**config.mk**
```make
export PLATFORM = sky130hd
export DESIGN_NAME = byte_word_packer
export DESIGN_NICKNAME = d
export VERILOG_FILES = /design/src/rtl/byte_word_packer.sv
export SDC_FILE = /design/constraint.sdc
export NUM_CORES = 1
export LEC_CHECK = 0
export BUFFER_PORTS_ARGS = -buffer_cell sky130_fd_sc_hd__buf_4
export CAP_MARGIN = 20
export CORE_MARGIN = 2
export CORE_UTILIZATION = 51
export DETAILED_ROUTE_END_ITERATION = 10
export PLACE_DENSITY = 0.76
export REMOVE_ABC_BUFFERS = 1
export SYNTH_ARGS = -nofsm -noshare
export SYNTH_HDL_FRONTEND = slang
export SYNTH_SLANG_ARGS = --single-unit
```
**constraint.sdc**
```tcl
create_clock -name clk -period 1.9 [get_ports clk]
set_input_delay 0.095 -clock clk [delete_from_list [all_inputs] [get_ports clk]]
set_output_delay 0.095 -clock clk [all_outputs]
set_load 0.05 [all_outputs]
```
**src/rtl/byte_word_packer.sv**
```systemverilog
// -----------------------------------------------------------------------------
// byte_word_packer
//
// Collects a valid/ready byte stream into little-endian words of NUM_BYTES
// bytes and hands each finished word to a one-entry valid/ready output slot.
// A word can be closed early with in_last (the upper bytes read as zero).
// clr discards a partially collected word without touching the output slot.
//
// Ports
//   clk        rising-edge clock
//   rst        asynchronous, active-high reset
//   clr        synchronous discard of the partial word (blocks input that cycle)
//   in_valid   input byte valid
//   in_ready   input byte accepted when in_valid & in_ready
//   in_byte    input byte
//   in_last    marks in_byte as the final byte of the current word
//   out_valid  completed word available
//   out_ready  downstream takes the word when out_valid & out_ready
//   out_word   assembled word, byte 0 in the least significant bits
//   out_bytes  number of valid bytes in out_word (1..NUM_BYTES)
// -----------------------------------------------------------------------------
module byte_word_packer #(
  parameter  int NUM_BYTES = 4,
  parameter  int BYTE_W    = 8,
  localparam int WORD_W    = NUM_BYTES * BYTE_W,
  localparam int CNT_W     = $clog2(NUM_BYTES + 1)
) (
  input  logic              clk,
  input  logic              rst,
  input  logic              clr,
  input  logic              in_valid,
  output logic              in_ready,
  input  logic [BYTE_W-1:0] in_byte,
  input  logic              in_last,
  output logic              out_valid,
  input  logic              out_ready,
  output logic [WORD_W-1:0] out_word,
  output logic [CNT_W-1:0]  out_bytes
);

  // Collection state: bytes [0, cnt) of the current word live in acc_q.
  logic [WORD_W-1:0] acc_q, acc_d;
  logic [CNT_W-1:0]  cnt_q, cnt_d;

  // One-entry output slot.
  logic              out_valid_q, out_valid_d;
  logic [WORD_W-1:0] out_word_q,  out_word_d;
  logic [CNT_W-1:0]  out_bytes_q, out_bytes_d;

  logic              accept;
  logic              completing;
  logic [WORD_W-1:0] merged;

  // The slot can take a new word in the same cycle it is drained, so input
  // only stalls while a word is held and downstream is not taking it.
  assign in_ready   = !clr && (!out_valid_q || out_ready);
  assign accept     = in_valid && in_ready;
  assign completing = accept && (in_last || (cnt_q == CNT_W'(NUM_BYTES - 1)));

  always_comb begin
    // NOTE: every always_comb output gets a default first so no path leaves it
    // unassigned, which would otherwise infer a latch.
    acc_d       = acc_q;
    cnt_d       = cnt_q;
    out_valid_d = out_valid_q;
    out_word_d  = out_word_q;
    out_bytes_d = out_bytes_q;

    // Accumulator with the incoming byte dropped into slot cnt. Slots above
    // cnt are still zero because the accumulator is cleared on every word end.
    merged = acc_q;
    for (int i = 0; i < NUM_BYTES; i++) begin
      if (cnt_q == CNT_W'(i)) merged[i*BYTE_W +: BYTE_W] = in_byte;
    end

    if (out_valid_q && out_ready) out_valid_d = 1'b0;

    if (clr) begin
      acc_d = '0;
      cnt_d = '0;
    end else if (accept) begin
      if (completing) begin
        // A completing accept overrides the drain above: no bubble.
        out_word_d  = merged;
        out_bytes_d = cnt_q + CNT_W'(1);
        out_valid_d = 1'b1;
        acc_d       = '0;
        cnt_d       = '0;
      end else begin
        acc_d = merged;
        cnt_d = cnt_q + CNT_W'(1);
      end
    end
  end

  // NOTE: state flops use non-blocking assignments so every flop samples the
  // pre-edge values regardless of statement order; blocking here would race.
  always_ff @(posedge clk or posedge rst) begin
    if (rst) begin
      // NOTE: the accumulator is a plain register, not a memory, so it is
      // reset along with everything else; stale bytes must never leak out.
      acc_q       <= '0;
      cnt_q       <= '0;
      out_valid_q <= 1'b0;
      out_word_q  <= '0;
      out_bytes_q <= '0;
    end else begin
      acc_q       <= acc_d;
      cnt_q       <= cnt_d;
      out_valid_q <= out_valid_d;
      out_word_q  <= out_word_d;
      out_bytes_q <= out_bytes_d;
    end
  end

  assign out_valid = out_valid_q;
  assign out_word  = out_word_q;
  assign out_bytes = out_bytes_q;

endmodule

```
==> impl_metrics.py <==
metrics = {
    "global_route": {
        "grt_usage_pct": 20.7,
        "antenna_found_initial": 0,
        "gr-total-overflow": 0,
        "grt_max_degree": 48,
        "grt_pass1_wl_mm": 11.6,
        "first_global_vias": 2322,
    },
    "critical_path": {
        "slowest_delay_ps": 370,
        "cp.arrival_ps": 2160,
        "slowest_stage": "dfrtp_1",
        "critPathKind": "register to register",
        "cp_common_cell": "buf_6",
        "cp.required_ps": 2140,
        "worstPathMaxFanout": 6,
        "cp-end-kind": "register",
        "r2r-end": "out_word[22]",
        "path_cells": "ha_2 > ha_4 > buf_6 > nor2_4 > nor4_4 > buf_6 > clkbuf_16 > mux2_4",
        "critPathLaunchType": "register",
        "ff2ff_setup_slack_ps": -20,
        "worstReg2RegStart": "cnt_q[1]",
        "worst_r2r_path_depth": 8,
    },
    "power_and_ir_drop": {
        "peakVddDrop_uv": 544,
        "power_leakage_uw": 0.00208,
        "power_density_nw_per_um2": 842,
    },
    "timing": {
        "setup_slack_ps": -18.7,
        "fin_skew_ps": 5.69,
        "period_needed_ps": 1920,
        "finalCritPeriodShare_pct": 101,
        "finalSetupViolations": 19,
        "worst_slew_pin_slew_ps": 738,
        "hold_violations": 0,
        "fin_setup_tns_ps": -181,
        "rsz0062_at_grt": "yes",
        "maxSlewHeadroom_pct": 50.6,
        "final_max_slew_viol_count": 0,
        "fmax_mhz": 521,
    },
    "placed_design": {
        "dp_hpwl_mm": 4.62,
        "place_area_um2": 3840,
        "dp_cells": 384,
        "place_ws_ps": -142,
        "gp_congestion": 0.823,
        "port_buffers": 50,
    },
    "floorplan": {
        "boundaryPins": 51,
        "die_w_um": 84.5,
        "start_util_pct": 52.4,
        "core-area_um2": 6310,
        "die_h_um": 84.5,
        "row_count": 29,
        "die_area_um2": 7140,
    },
    "worst_hold_path": {
        "min_path_type": "input pin to register",
        "min_from": "in_valid",
        "min_delay_path_depth": 3,
        "min_to": "cnt_q[0]",
    },
    "synth": {
        "synthCells": 255,
        "syn_area_um2": 3310,
        "ys_seq_area_share_pct": 53.7,
        "ys_ff_latch": 71,
        "ys_warn_count": 0,
        "synth.avg_cell_area_um2": 13.0,
        "yosysUniqueCellTypes": 25,
    },
    "detailed_routing": {
        "ant_nets": 0,
        "routed_via_density": 5.71,
        "vias": 2341,
        "drtPass1Iterations": 4,
        "drt_first_iter_violations": 254,
        "remaining_drc_errors": 0,
        "wl_per_cell_um": 19.7,
        "totalWireLength_mm": 8.07,
    },
    "status": {
        "status": "complete, but fails checks",
        "violations": "negative setup slack",
    },
    "clocking": {
        "cts_tree": "built",
        "clockBufferDepth": 2,
        "clk_latency_ps": 350,
        "cts_sinks": 71,
        "numCtsBuffers": 9,
        "clk_pin_slew_worst_paths_ps": 70,
        "cts_max_level": 3,
        "root_buffer": "clkbuf_8",
    },
    "flow_run": {
        "drv_cap": 0,
    },
    "finish": {
        "design_area_um2": 4440,
        "final_cells": 410,
        "area_growth_pct": 34.2,
        "layout-drive-gt1-share_pct": 55.3,
        "finish.net_count": 347,
        "antenna_cells": 0,
    },
}
## area by class of cell
class                           count  area [µm²]
Fill cell                         439        1880
Sequential cell                    71        1780
Multi-Input combinational cell    138        1570
Timing Repair Buffer               78         677
Clock buffer                       13         169
Inverter                           30         113
Tap cell                           77        96.3
Clock inverter                      3        40.0
## report_power, final
group / internal, µW / leakage [µW] / switching [µW]
combinational: 315 / 0.00100 / 491
sequential: 1590 / 0.000965 / 48.6
clock: 711 / 0.000109 / 580
## cells by family (layout without fill, tap and decap cells)
kind of cell             count (synthesis)  after routing  share of synthesized area [%]
flip-flops                              71             71                           53.7
multiplexers                            67             67                           22.8
buffers and inverters                   46            124                           6.24
AO/OA/AOI/OAI                           34             34                           8.59
AND/OR/NAND/NOR                         32             32                           6.77
adder cells (fa/ha/maj)                  5              5                           1.89
## stage by stage
stage          hold WS [ps]  util, %  power [µW]
2_1_floorplan           158        -        2120
3_3_place_gp            175     60.9        2360
3_5_place_dp            181     60.9        2370
4_1_cts                29.0     64.6        3640
5_1_grt                54.1     70.3        3870
6_report               39.2     70.3        3740
## flip-flops by register name, indices dropped and copies added, names as in the netlist
name and flops:
acc_q 32, out_word 32, cnt_q 3, out_bytes 3
out_valid 1
## cells in the final DEF, fill, tap and decap left out, types with 2 or more instances in the layout
cell	count
clkbuf_8	12
mux2_4	31
nand2b_2	2
o21ai_0	3
ha_1	3
inv_2	2
o32ai_1	16
clkbuf_16	3
buf_4	69
nand4_1	2
clkinv_2	2
buf_12	2
buf_6	3
a211oi_4	2
inv_1	28
nand2b_1	10
and2_1	7
mux2_2	35
or4_4	3
a21oi_1	2
dfrtp_1	71
o32ai_2	7
## repair_timing
item / 4_1_cts / 5_1_grt
pin swaps: 3 / 16
hold buffers: 1 / 0
gates resized for setup: 5 / 51
setup endpoints to repair: 30 / 56
cloned: 0 / 4
hold endpoints to repair: 71 / 0
buffers inserted: 0 / 5
## synth_stat cells
library cell,count,share of area (%)
nor3b_1,1,0.23
a31oi_1,1,0.19
mux2i_1,1,0.30
or2_1,1,0.19
nand2b_1,12,2.3
ha_1,5,1.9
inv_1,30,3.4
nand4_1,2,0.38
o21ai_0,3,0.45
o32ai_1,24,6.4
nor2_4,1,0.34
clkbuf_1,9,1.0
nor2_1,1,0.11
or2_2,1,0.19
a211oi_2,3,1.1
mux2_2,63,21
and2_1,7,1.3
or4_1,4,0.91
a21oi_1,3,0.45
nor2b_1,1,0.19
nor4_4,1,0.64
buf_2,3,0.45
dfrtp_1,71,54
buf_6,4,1.4
mux2_1,3,1.0
## worst max-delay path by stage
stage	endpoint	start	slack, ps	cells after the start
detailed placement	acc_q[1]	cnt_q[0]	-140	5
CTS	out_word[18]	cnt_q[0]	10	7
global placement	acc_q[3]	cnt_q[0]	-60	5
floorplan	out_bytes[1]	cnt_q[0]	-910	5
finish	out_word[22]	cnt_q[1]	-20	8
global route	out_word[12]	cnt_q[1]	-80	8
## critical path, delay by kind of cell, from the launching register on
kind          cells  cell delay [ps]
buf+inv           3              500
simple gates      2              310
flops             1              370
mux               1              300
fa+ha+maj         2              340
## routing by layer
layer	GRT usage [%]	part of all wire [%]	vias to the layer above
met5	0	0	-
met4	8.80	2.3	0
met3	5.11	5.0	18
met2	30.6	47	78
met1	29.3	46	1197
li1	-	-	1048
(Power assumes the default switching activity.)
